--- config.mk ---
export PLATFORM = sky130hd
export DESIGN_NAME = dtree_oblique_classifier
export DESIGN_NICKNAME = d
export VERILOG_FILES = /design/src/rtl/dtree_oblique_classifier.sv
export SDC_FILE = /design/constraint.sdc
export NUM_CORES = 1
export LEC_CHECK = 0
export CAP_MARGIN = 20
export CORE_MARGIN = 2
export CORE_UTILIZATION = 52
export CTS_CLUSTER_DIAMETER = 60
export DETAILED_ROUTE_END_ITERATION = 8
export DONT_BUFFER_PORTS = 1
export PLACE_DENSITY = 0.79
export SYNTH_ARGS = -nofsm -noshare
export SYNTH_HDL_FRONTEND = slang
export SYNTH_SLANG_ARGS = --single-unit
--- constraint.sdc ---
create_clock -name clk -period 4.9 [get_ports clk]
set_clock_uncertainty 0.15 [all_clocks]
set_input_delay 0.98 -clock clk [delete_from_list [all_inputs] [get_ports clk]]
set_output_delay 0.98 -clock clk [all_outputs]
set_load 0.05 [all_outputs]
--- src/rtl/dtree_oblique_classifier.sv ---
// dtree_oblique_classifier
//   Oblique decision-tree classifier for spike sorting. One spike of FEATURES
//   signed samples is buffered, then a DEPTH-level binary tree is walked. Each
//   node computes sum(coeff[i]*x[i]) with one MAC per cycle and compares it
//   against the node threshold. Coefficients and thresholds are writable
//   whenever the block is idle in LOAD.
//
//   Optional build macro: DTREE_EARLY_EXIT_EN adds per-node leaf flags. A
//   node flagged as a leaf ends the walk early.
//
// Ports
//   clk, reset : clock and synchronous active-high reset
//   ready      : high in LOAD; a sample is taken on ready && in_valid
//   in_valid   : sample strobe
//   sample     : signed feature, sent in index order 0..FEATURES-1
//   cfg_ready  : config writes are honoured (same as ready)
//   cfg_we     : config write strobe
//   cfg_node   : node index (root 0, children 2n+1 / 2n+2)
//   cfg_idx    : <FEATURES coeff, ==FEATURES threshold, ==FEATURES+1 leaf flag
//   cfg_data   : signed write data
//   level      : number of decisions behind the last result
//   path       : decision bits, LSB = root decision
//   out_valid  : one-cycle result strobe
module dtree_oblique_classifier #(
  parameter  int FEATURES    = 3,
  parameter  int IN_WIDTH    = 10,
  parameter  int COEFF_WIDTH = 4,
  parameter  int DEPTH       = 2,
  localparam int NODES       = 2**DEPTH - 1,
  localparam int ACC_WIDTH   = IN_WIDTH + COEFF_WIDTH + $clog2(FEATURES) + 1,
  localparam int NW          = $clog2(NODES + 1),
  localparam int IW          = $clog2(FEATURES + 2),
  localparam int LW          = $clog2(DEPTH + 1)
) (
  input  logic                 clk,
  input  logic                 reset,
  output logic                 ready,
  input  logic                 in_valid,
  input  logic [IN_WIDTH-1:0]  sample,
  output logic                 cfg_ready,
  input  logic                 cfg_we,
  input  logic [NW-1:0]        cfg_node,
  input  logic [IW-1:0]        cfg_idx,
  input  logic [ACC_WIDTH-1:0] cfg_data,
  output logic [LW-1:0]        level,
  output logic [DEPTH-1:0]     path,
  output logic                 out_valid
);

  localparam int CW = $clog2(FEATURES + 1);
  localparam logic [CW-1:0] LAST_F = CW'(FEATURES - 1);
  localparam logic [LW-1:0] LAST_L = LW'(DEPTH - 1);

  typedef enum logic [1:0] {LOAD, EVAL, DECIDE, DONE} state_t;

  state_t                        state_r;
  logic [CW-1:0]                 cnt_r;
  logic [CW-1:0]                 idx_r;
  logic [NW-1:0]                 node_r;
  logic [LW-1:0]                 lvl_r;
  logic signed [ACC_WIDTH-1:0]   acc_r;
  logic [DEPTH-1:0]              path_work_r;
  logic                          ready_r;
  logic                          out_valid_r;
  logic [LW-1:0]                 level_r;
  logic [DEPTH-1:0]              path_r;
  logic signed [IN_WIDTH-1:0]    feat_r  [FEATURES];
  logic signed [COEFF_WIDTH-1:0] coeff_r [NODES][FEATURES];
  logic signed [ACC_WIDTH-1:0]   thr_r   [NODES];
`ifdef DTREE_EARLY_EXIT_EN
  logic [NODES-1:0]              leaf_r;
  logic                          leaf_s;
`endif

  logic signed [COEFF_WIDTH-1:0] coeff_s;
  logic signed [IN_WIDTH-1:0]    feat_s;
  logic signed [ACC_WIDTH-1:0]   thr_s;
  logic signed [ACC_WIDTH-1:0]   prod_s;
  logic                          bit_s;
  logic [DEPTH-1:0]              path_new_s;

  assign ready     = ready_r;
  assign cfg_ready = ready_r;
  assign level     = level_r;
  assign path      = path_r;
  assign out_valid = out_valid_r;

  // Select the current node/feature operands, form the MAC product and decision bit.
  always_comb begin
    coeff_s    = '0;
    feat_s     = '0;
    thr_s      = '0;
`ifdef DTREE_EARLY_EXIT_EN
    leaf_s     = 1'b0;
`endif
    for (int f = 0; f < FEATURES; f++) begin
      feat_s = (idx_r == CW'(f)) ? feat_r[f] : feat_s;
    end
    for (int n = 0; n < NODES; n++) begin
      thr_s = (node_r == NW'(n)) ? thr_r[n] : thr_s;
`ifdef DTREE_EARLY_EXIT_EN
      leaf_s = (node_r == NW'(n)) ? leaf_r[n] : leaf_s;
`endif
      for (int f = 0; f < FEATURES; f++) begin
        coeff_s = (node_r == NW'(n) && idx_r == CW'(f)) ? coeff_r[n][f] : coeff_s;
      end
    end
    // Both operands sign-extended to the accumulator width: the product always fits.
    prod_s = $signed({{(ACC_WIDTH-COEFF_WIDTH){coeff_s[COEFF_WIDTH-1]}}, coeff_s}) *
             $signed({{(ACC_WIDTH-IN_WIDTH){feat_s[IN_WIDTH-1]}}, feat_s});
    bit_s  = (acc_r >= thr_s);
    path_new_s = path_work_r;
    for (int k = 0; k < DEPTH; k++) begin
      path_new_s[k] = (lvl_r == LW'(k)) ? bit_s : path_work_r[k];
    end
  end

  // Config storage, sample buffer and the LOAD/EVAL/DECIDE/DONE sequencer.
  always_ff @(posedge clk) begin
    if (reset) begin
      state_r     <= LOAD;
      cnt_r       <= '0;
      idx_r       <= '0;
      node_r      <= '0;
      lvl_r       <= '0;
      acc_r       <= '0;
      path_work_r <= '0;
      ready_r     <= 1'b1;
      out_valid_r <= 1'b0;
      level_r     <= '0;
      path_r      <= '0;
      for (int f = 0; f < FEATURES; f++) feat_r[f] <= '0;
      for (int n = 0; n < NODES; n++) begin
        thr_r[n] <= '0;
        for (int f = 0; f < FEATURES; f++) coeff_r[n][f] <= '0;
      end
`ifdef DTREE_EARLY_EXIT_EN
      leaf_r <= '0;
`endif
    end else begin
      out_valid_r <= 1'b0;

      // Out-of-range node or index values match no entry and are dropped.
      if (cfg_we && ready_r) begin
        for (int n = 0; n < NODES; n++) begin
          if (cfg_node == NW'(n)) begin
            for (int f = 0; f < FEATURES; f++) begin
              if (cfg_idx == IW'(f)) coeff_r[n][f] <= cfg_data[COEFF_WIDTH-1:0];
            end
            if (cfg_idx == IW'(FEATURES)) thr_r[n] <= cfg_data;
`ifdef DTREE_EARLY_EXIT_EN
            if (cfg_idx == IW'(FEATURES + 1)) leaf_r[n] <= cfg_data[0];
`endif
          end
        end
      end

      case (state_r)
        LOAD: begin
          if (in_valid) begin
            for (int f = 0; f < FEATURES; f++) begin
              if (cnt_r == CW'(f)) feat_r[f] <= sample;
            end
            if (cnt_r == LAST_F) begin
              state_r     <= EVAL;
              ready_r     <= 1'b0;
              cnt_r       <= '0;
              idx_r       <= '0;
              node_r      <= '0;
              lvl_r       <= '0;
              acc_r       <= '0;
              path_work_r <= '0;
            end else begin
              cnt_r <= cnt_r + CW'(1'b1);
            end
          end else begin
            cnt_r <= cnt_r;
          end
        end
        EVAL: begin
`ifdef DTREE_EARLY_EXIT_EN
          // A leaf burns one cycle here and is resolved in DECIDE.
          if (leaf_s) begin
            idx_r   <= '0;
            state_r <= DECIDE;
          end else
`endif
          begin
            acc_r <= acc_r + prod_s;
            if (idx_r == LAST_F) begin
              idx_r   <= '0;
              state_r <= DECIDE;
            end else begin
              idx_r <= idx_r + CW'(1'b1);
            end
          end
        end
        DECIDE: begin
          acc_r <= '0;
`ifdef DTREE_EARLY_EXIT_EN
          if (leaf_s) begin
            state_r     <= DONE;
            out_valid_r <= 1'b1;
            level_r     <= lvl_r;
            path_r      <= path_work_r;
          end else
`endif
          begin
            path_work_r <= path_new_s;
            if (lvl_r == LAST_L) begin
              state_r     <= DONE;
              out_valid_r <= 1'b1;
              level_r     <= LW'(DEPTH);
              path_r      <= path_new_s;
            end else begin
              // Child index 2n+1+bit; only computed below the last level so it stays in range.
              node_r  <= NW'({node_r, 1'b0} + {{NW{1'b0}}, 1'b1} + {{NW{1'b0}}, bit_s});
              lvl_r   <= lvl_r + LW'(1'b1);
              state_r <= EVAL;
            end
          end
        end
        DONE: begin
          state_r <= LOAD;
          ready_r <= 1'b1;
        end
        default: begin
          state_r <= LOAD;
          ready_r <= 1'b1;
        end
      endcase
    end
  end

endmodule

==> reports/results.tsv, run 1 <==
metric	value	unit
Max-Cap Viols	0	
hold worst-path end	lvl_r[1]	
dpl hpwl	13.4	mm
xor and xnor area share after synthesis	1.75	%
CP Cell Sequence	nor2b_4 -> a221o_1 -> o21ai_1 -> o22ai_1 -> a21oi_2 -> buf_6 -> nor2_1 -> fa_1 -> fa_1 -> inv_1 -> fa_1 -> inv_1 -> ha_4 -> buf_4 -> nor4_4 -> o21ai_2 -> a41oi_2 -> buf_4 -> buf_4 -> xnor2_1 -> a22o_1	
Bufs on Longest Clock Path	2	
clock slew at reported path FFs	60	ps
worst hold start	lvl_r[1]	
worst skew pair latency	430	ps
Ports	43	
PortBufs	0	
overall via count from detail_route	6137	
dominant synthesized flop cell	edfxtp_1	
Die ar.	0.0180	sq mm
Mapped Avg Cell Area	10.8	sq um
EDFF count, synth	117	
die span in x	134	microns
area post-placement	0.00954	sq mm
post-synthesis simple-gate area fraction	14.9	%
Final min period	4960	ps
core footprint	0.0166	sq mm
main combinational cell family by area after synthesis	adder cells	
Yosys top cell by area	edfxtp_1	
DRT Pass-1 Iters	5	
synthesis-to-layout area growth	18.6	%
Final ANT Viol Nets	0	
reg2reg path depth	21	
Starting Density	53.1	%
Final Hold Viols	0	
Yosys reg bits	150	
Peak VDD IR	275	uV
# clock sinks	150	
failing checks	setup timing	
Yosys cell types	61	
Syn Nets	942	
synthesized cell area	0.00881	sq mm
row count	47	
Design Area, Final	0.0104	sq mm
root buffer cell	clkbuf_16	
startpoint type of the worst setup path	register	
Synth top area share	39.9	%
Synth Warn #	0	
Total Power	3.30	mW
vias per cell	5.51	
R2R Path Start	idx_r[1]	
worst hold path depth	2	
Critical Path AT	5140	ps
Final nets	1009	
adder-cell share of the synthesized area	16.4	%
# diodes	0	
r2r setup slk	-60	ps
vias in the first global route	6357	
Post-route DRC	0	
final WL	19.0	mm
register area share after synthesis	47.4	%
wire per inst	17.0	microns
unrepaired setup endpoints after global routing	yes	
Setup CP Type	reg -> reg	
Fillers	1268	
worst setup margin	-63.7	ps
RD Place Congestion	0.894	
DIE HEIGHT	134	microns
Setup Viol. Count Final	3	
CTS tree	built	
Max transition margin	47.7	%
final max-slew violation count	0	
worst-path fanout max	8	
Crit. End Element	register	
Num CTS Buffers	17	
period utilisation layout	101	%
synth top area cells	edfxtp_1, fa_1, ha_1	
pwr dens	316	mW/mm^2
first-pass GRT wire length	31.3	mm
slowest stage cell, crit path	fa_1	
reg2reg end	acc_r[11]	
post-synthesis mux area share	3.65	%
initial antenna violation count	0	
total gr overflow	0	
Pleak	4.32	nW
worst slack at placement	-188	ps
layout cell share with drive strength beyond 1	18.8	%
status	finished with violations	
FFs w/ async S/R, synth	0	%
CTS H-tree depth	4	
Synth Instances	814	
GRT Util Overall	22.4	%
Iter 0 DRT Violations	386	
Finished Core Util	63.0	%
post-synthesis compound-gate area fraction	10.8	%
slowest stage delay, CP	540	ps
achievable frequency	201	MHz
largest net degree at the start of global routing	33	
Data required, critical path	5080	ps
class of the most critical hold timing path	reg -> reg	
Worst-Margin Slew	782	ps
## cell usage after synthesis, drive strengths merged, types with 3 or more instances
| library cell | n |
|---|---|
| nand2b | 10 |
| inv | 85 |
| clkbuf | 16 |
| nor3 | 7 |
| a221o | 3 |
| a21oi | 51 |
| o21ai | 29 |
| dfxtp | 33 |
| mux2i | 31 |
| o22ai | 3 |
| a22o | 9 |
| a21o | 14 |
| o21a | 5 |
| and2 | 67 |
| fa | 39 |
| nor2 | 103 |
| nand4 | 5 |
| edfxtp | 117 |
| nand2 | 33 |
| a31oi | 3 |
| nand3 | 8 |
| buf | 12 |
| nor3b | 3 |
| nor2b | 14 |
| ha | 53 |
| a22oi | 13 |
| xnor2 | 11 |
| xor2 | 4 |
## repair_timing
| item | CTS | global route |
|---|---|---|
| hold buffers | 0 | 0 |
| resized for setup | 33 | 33 |
| pin swaps | 13 | 11 |
| endpoints found under the setup margin | 7 | 10 |
| cloned | 1 | 0 |
| setup buffers | 5 | 3 |
## cells in the final DEF, fill, tap and decap left out, types with 11 or more instances in the layout
master	netlist	layout
a21o_1	14	14
a21oi_1	49	42
a22oi_1	13	11
and2_1	67	67
buf_4	2	68
clkbuf_16	0	17
dfxtp_1	33	29
edfxtp_1	117	117
fa_1	39	37
ha_1	53	45
inv_1	84	84
mux2i_1	31	30
nand2_1	33	32
nor2_1	102	90
o21ai_0	23	15
o21ai_1	5	12
xnor2_1	11	11
## cell families (layout without fill, tap and decap cells)
kind of cell / count (synthesis) / after routing
simple gates: 263 / 263
flops: 150 / 150
compound gates: 147 / 147
buf+inv: 113 / 193
fa+ha+maj: 92 / 92
mux: 32 / 32
xor+xnor: 16 / 16
other cells: 1 / 1
## worst max path at each step
| stage | endpoint | cells past startpoint | startpoint |
|---|---|---|---|
| after floorplan | acc_r[15] | 21 | idx_r[1] |
| after global placement | acc_r[14] | 20 | idx_r[0] |
| after detailed placement | acc_r[14] | 20 | idx_r[1] |
| after CTS | acc_r[14] | 20 | idx_r[1] |
| after global routing | acc_r[11] | 21 | idx_r[1] |
| final | acc_r[11] | 21 | idx_r[1] |
## where the power goes
part / switching, mW / total (mW) / internal [mW]
clock: 0.527 / 1.23 / 0.702
combinational: 0.336 / 0.623 / 0.287
sequential: 0.0218 / 1.45 / 1.42
total: 0.885 / 3.30 / 2.41
## metal layers
layer	share of wire, %	track usage (%)
met1	44	28.2
met2	49	37.9
met3	4.3	4.72
met4	2.6	8.89
met5	0	0
## area by class of cell
class                      count  area [sq um]  area share [%]
tap                          220           275            2.63
inverter                      85           319            3.05
sequential                   150          4180            40.0
clock buffer                  18           429            4.11
multi-input combinational    551          4490            43.0
clock inverter                14           129            1.23
timing repair buffer          76           621            5.94
## worst max-delay path: cells and delay by family (launching register included)
family / cells / cell delay (ps)
DFF: 1 / 420
and+or+nand+nor: 3 / 440
buffers and inverters: 6 / 680
adders and majority gates: 4 / 1770
xor gates and xnor gates: 1 / 50
AOI/OAI and AO/OA: 7 / 1340
## registers in the layout, summed over array words and instances, names as in the netlist
register and cells:
acc_r 17, cfg_ready 1, cnt_r 2, coeff_r 36, feat_r 30, idx_r 2, level 1, lvl_r 2
node_r 2, out_valid 1, path 2, path_work_r 1, state_r 2, thr_r 51
## stage by stage
step / hold slack [ps] / setup TNS, ps / std cells
final: 318 / -141 / 1114
after CTS: 321 / 0 / 1110
after global routing: 345 / -1380 / 1114
after floorplan: 298 / -5.90 / 814
after detailed placement: 312 / -756 / 1072
after global placement: 303 / -139 / 1072
Power figures use the tool's default switching activity.
==> run 2, diff against run 1 <==
Settings changed: ABC_AREA set to 1.
==> run 2 against run 1 <==
The run still ends with setup timing left; sequential cell count unchanged; sequential share of layout area down 1.8 points; synthesized area about the same; critical path depth up 7; utilization up 3.2 points; first-iteration DRC count up 70%; highest routed layer unchanged.
==> reports/results.tsv, run 2 <==
metric	value	unit	change
Mapped Avg Cell Area	9.45	sq um	-13%
Post-route DRC	0		unchanged
# clock sinks	150		unchanged
R2R Path Start	node_r[1]		
total gr overflow	0		unchanged
DRT Pass-1 Iters	7		+2
Synth Instances	932		+14%
Data required, critical path	5100	ps	+20 ps
register area share after synthesis	47.4	%	about the same
Setup Viol. Count Final	6		+3
Pleak	4.82	nW	+12%
Yosys top cell by area	edfxtp_1		
slowest stage cell, crit path	fa_1		
Finished Core Util	66.2	%	+3.2 points
Most flops, register	thr_r		
die span in x	134	microns	about the same
Setup CP Type	reg -> reg		
worst-path fanout max	5		-3
worst setup margin	-67.2	ps	-3.49 ps
RD Place Congestion	0.888		-0.63%
Syn Nets	1060		+13%
row count	47		unchanged
Inst Count DP	1202		+12%
DIE HEIGHT	134	microns	about the same
Design Area, Final	0.0110	sq mm	+5.0%
Yosys reg bits	150		unchanged
worst skew pair latency	430	ps	about the same
area post-placement	0.00951	sq mm	-0.31%
Final ANT Viol Nets	0		unchanged
Critical Path AT	5170	ps	+30 ps
layout cell share with drive strength beyond 1	26.4	%	+7.6 points
initial antenna violation count	0		unchanged
Yosys cell types	45		-26%
Final Hold Viols	0		unchanged
dominant synthesized flop cell	edfxtp_1		
first-pass GRT wire length	34.7	mm	+11%
Die ar.	0.0180	sq mm	about the same
main combinational cell family by area after synthesis	adder cells		
Peak VDD IR	323	uV	+17%
clock slew at reported path FFs	70	ps	about the same
largest net degree at the start of global routing	31		-6.1%
slowest stage delay, CP	540	ps	about the same
xor and xnor area share after synthesis	0.298	%	-1.4 points
overall via count from detail_route	7107		+16%
Synth top area share	39.9	%	about the same
wire per inst	18.0	microns	+5.5%
top-count cell post-synth	inv_1		
CTS tree	built		
Final nets	1165		+15%
final max-slew violation count	0		unchanged
core footprint	0.0166	sq mm	unchanged
Starting Density	53.1	%	about the same
most common cell after layout, fill and taps aside	inv_1		
synthesized cell area	0.00880	sq mm	about the same
GRT Util Overall	24.9	%	+2.6 points
Crit. End Element	register		
CP most frequent cell	buf_4		
synth top area cells	edfxtp_1, fa_1, ha_1		
vias in the first global route	7056		+11%
fin cells	1270		+14%
worst slack at placement	-444	ps	-257 ps
period utilisation layout	101	%	about the same
Ports	43		unchanged
area of the multi-input gates	0.00437	sq mm	-2.7%
Bufs on Longest Clock Path	2		unchanged
failing checks	setup timing		
Fillers	1173		-7.5%
root buffer cell	clkbuf_16		
status	finished with violations		
post-synthesis simple-gate area fraction	16.3	%	+1.4 points
pwr dens	423	mW/mm^2	+34%
CTS H-tree depth	4		unchanged
EDFF count, synth	117		unchanged
startpoint type of the worst setup path	register		
Register Area	0.00419	sq mm	+0.18%
Num CTS Buffers	17		unchanged
Largest register FFs	51		unchanged
Worst-Margin Slew	925	ps	+143 ps
Iter 0 DRT Violations	656		+70%
CP Launch Point	node_r[1]		
Max-Cap Viols	0		unchanged
worst hold start	path_work_r[0]		
vias per cell	5.60		+1.6%
achievable frequency	201	MHz	about the same
Hold WS	314	ps	-3.61 ps
adder-cell share of the synthesized area	16.4	%	about the same
# diodes	0		unchanged
dpl hpwl	14.3	mm	+6.1%
post-synthesis mux area share	0	%	-3.6 points
final WL	22.8	mm	+20%
Max transition margin	38.2	%	-9.5 points
Total Power	4.64	mW	+41%
unrepaired setup endpoints after global routing	yes		
PortBufs	0		unchanged
Final min period	4970	ps	+3.49 ps
class of the most critical hold timing path	reg -> reg		
post-synthesis compound-gate area fraction	10.7	%	-0.13 points
Post-synth top cells	inv_1, edfxtp_1, nand2_1		
setup tns final	-271	ps	-130 ps
FFs w/ async S/R, synth	0	%	unchanged
Regs by FF count	thr_r (51), coeff_r (36), feat_r (30)		
Synth Warn #	0		unchanged
leading cell types in the layout, fill and taps excluded	inv_1, edfxtp_1, nand2_1, nor2_1, buf_4		
synthesis-to-layout area growth	24.6	%	
==> run 2: changes by cell type after synthesis, moves of 13 or more <==
| cell | change |
|---|---|
| mux2i_1 | -31 |
| nand2_1 | +83 |
| a21o_1 | -13 |
| and2_1 | -67 |
| nor2b_1 | -14 |
| inv_1 | +81 |
| a22oi_1 | -13 |
| a21oi_1 | +27 |
| nand3_1 | +41 |
==> run 2: worst max-delay path, delay by kind of cell, from the launching register on <==
kind	cells	cell delay (ps)
buffers and inverters	9	890
adders and majority gates	4	1810
and+or+nand+nor	10	960
DFF	1	400
AOI/OAI and AO/OA	5	660
==> run 2: what timing repair did <==
action	CTS	global route
pin swaps	41	57
gates resized for setup	78	87
hold buffers	0	0
buffers inserted	20	16
setup endpoints to repair	9	11
cloned	2	0
==> run 2: routing by layer <==
metal / global-route usage (%) / wire length (microns)
met1: 31.4 / 8900
met3: 3.85 / 1520
met5: 0 / 0
met2: 42.5 / 11400
met4: 11.8 / 967
==> run 2: report_power, final <==
group	switching, mW	leakage (nW)	internal [mW]
combinational	1.02	3.00	0.758
clock	0.573	0.300	0.774
sequential	0.0572	1.52	1.45
total	1.65	4.82	2.98
==> run 2: area by class of cell <==
type	count	share of cell area (%)
inverters	179	6.24
well taps	220	2.51
clock buffers	17	3.88
flip-flops and latches	150	38.2
multi-input cells	584	39.9
repair buffers	105	7.66
clock inverters	15	1.68
==> run 2: worst paths after layout <==
check	to	slack, ps	cells past startpoint
max	acc_r[11]	-70	28
min	path_work_r[0]	310	2
max reg2reg	acc_r[11]	-70	28
min reg2reg	path_work_r[0]	310	2
==> run 2: logic make-up after synthesis <==
group	count (synthesis)
xor gates and xnor gates	3
and+or+nand+nor	329
AOI/OAI and AO/OA	157
buffers and inverters	200
other	1
DFF	150
adders and majority gates	92
==> run 3, diff against run 2 <==
Settings changed: PLACE_DENSITY 0.79 to 0.76.
Clock period 4.9 ns to 5.8 ns, I/O delays scaled along.
==> run 3 against run 2 <==
The flow now finishes without violations; setup slack better by 440 ps; final cell count decreased by 6.5%; maximum frequency decreased by 8.5%; die area unchanged; utilization fell by 7.2 points; global-route usage shrank 2.3 points; register-to-register slack gained 440 ps; critical endpoint is now acc_r[16]; sequential power fell by 16%; combinational power is 44% lower.
==> reports/results.tsv, run 3 (same netlist as run 2, synthesis figures left out) <==
metric	value	unit	change
switching power	1.15	mW	-30%
Flop pwr share	38.2	%	+5.6 points
largest net degree at the start of global routing	31		unchanged
Ports	43		unchanged
overall via count from detail_route	6520		-8.3%
GRT Util Overall	22.7	%	-2.3 points
vias in the first global route	6365		-9.8%
CTS Hold Bufs	0		unchanged
Final ANT Viol Nets	0		unchanged
PortBufs	0		unchanged
Final min period	5430	ps	+459 ps
most common cell after layout, fill and taps aside	inv_1		
synthesis-to-layout area growth	11.1	%	
pwr dens	341	mW/mm^2	-19%
wire per inst	16.2	microns	-9.9%
worst skew pair latency	440	ps	about the same
Max-Cap Viols	0		unchanged
Pleak	4.34	nW	-10%
status	finished, final reports clean		
Num CTS Buffers	17		unchanged
layout cell share with drive strength beyond 1	10.3	%	-16 points
Iter 0 DRT Violations	417		-36%
Die ar.	0.0180	sq mm	unchanged
Crit. End Element	register		
row count	47		unchanged
slowest stage cell, crit path	fa_1		
Register Area	0.00418	sq mm	-0.33%
# clock sinks	150		unchanged
slowest stage delay, CP	560	ps	+20 ps
CTS H-tree depth	4		unchanged
worst setup margin	373	ps	+441 ps
Starting Density	53.1	%	unchanged
Largest register FFs	51		unchanged
Fillers	1408		+20%
CTS tree	built		
root buffer cell	clkbuf_16		
RD Place Congestion	0.902		+1.5%
DIE HEIGHT	134	microns	unchanged
dpl hpwl	13.9	mm	-2.6%
class of the most critical hold timing path	reg -> reg		
leading cell types in the layout, fill and taps excluded	inv_1, edfxtp_1, nand2_1, nor2_1, a21oi_1		
DRT Pass-1 Iters	7		unchanged
clock power share	32.2	%	+3.2 points
clock slew at reported path FFs	70	ps	about the same
Worst-Margin Slew	933	ps	+7.24 ps
final max-slew violation count	0		unchanged
Sw Share	34.5	%	-1.2 points
Setup Viol. Count Final	0		-6
period utilisation layout	93.6	%	-7.8 points
worst slack at placement	286	ps	+731 ps
die span in x	134	microns	unchanged
Data required, critical path	6020	ps	+920 ps
Bufs on Longest Clock Path	2		unchanged
total gr overflow	0		unchanged
Setup CP Type	reg -> reg		
final WL	19.2	mm	-16%
Post-route DRC	0		unchanged
core footprint	0.0166	sq mm	unchanged
worst-path fanout max	6		+1
first-pass GRT wire length	31.2	mm	-10%
startpoint type of the worst setup path	register		
Max transition margin	37.8	%	-0.48 points
Final nets	1082		-7.1%
Critical Path AT	5650	ps	+480 ps
worst hold path depth	2		unchanged
vias per cell	5.49		-1.8%
initial antenna violation count	0		unchanged
Final Hold Viols	0		unchanged
achievable frequency	184	MHz	-8.5%
Comb pwr share	29.6	%	-8.8 points
reg2reg path depth	28		unchanged
area of the multi-input gates	0.00392	sq mm	-10%
Peak VDD IR	226	uV	-30%
Most flops, register	thr_r		
# diodes	0		unchanged
Hold WS	316	ps	+1.38 ps
internal power	2.18	mW	-27%
Regs by FF count	thr_r (51), coeff_r (36), feat_r (30)		
[run 3: worst max-delay path: cells and delay by family (launching register included)]
| kind | cells | cell delay [ps] |
|---|---|---|
| buffers and inverters | 6 | 480 |
| adder cells (fa/ha/maj) | 4 | 1930 |
| flip-flops | 1 | 380 |
| AO/OA/AOI/OAI | 5 | 920 |
| AND/OR/NAND/NOR | 13 | 1470 |
[run 3: path summary, 6_finish.rpt]
| kind | slack [ps] | startpoint | end |
|---|---|---|---|
| setup / recovery | 370 | idx_r[1] | acc_r[16] |
| hold / removal | 320 | lvl_r[1] | lvl_r[1] |
| setup reg to reg | 370 | idx_r[1] | acc_r[16] |
| hold reg to reg | 320 | lvl_r[1] | lvl_r[1] |
[run 3: power groups by stage]
stage / sequential [mW] / clock [mW] / combinational, mW
after floorplan: 1.28 / 0 / 0.743
after global placement: 1.29 / 0 / 0.922
after detailed placement: 1.29 / 0 / 0.961
after CTS: 1.27 / 1.08 / 0.967
after global routing: 1.28 / 1.12 / 1.14
final: 1.27 / 1.07 / 0.988
[run 3: what timing repair did]
action / CTS / global route
gates resized for setup: 0 / 11
buffers inserted: 0 / 6
setup endpoints to repair: 0 / 7
hold endpoints to repair: 0 / 0
[run 3: layer usage]
layer / GRT usage [%] / share of wire [%]
met5: 0 / 0
met4: 9.01 / 2.8
met3: 4.12 / 7.0
met2: 37.2 / 47
met1: 30.0 / 43
[run 3: per-stage QoR]
stage               area, sq um  power [mW]  instances  utilization, %  TNS (ps)
finish                     9780        3.33       1187            59.0         0
floorplan                  8800        2.02        932               -         0
global placement           9100        2.21       1147            54.9         0
global route               9780        3.54       1187            59.0     -12.6
detailed placement         9100        2.25       1147            54.9         0
CTS                        9670        3.32       1179            58.3         0
[run 3: layout make-up]
class	instances	area share, %
sequential	150	42.7
multi-input combinational	584	40.1
inverter	179	6.87
clock buffer	17	4.35
tap	220	2.81
timing repair buffer	22	1.69
clock inverter	15	1.51
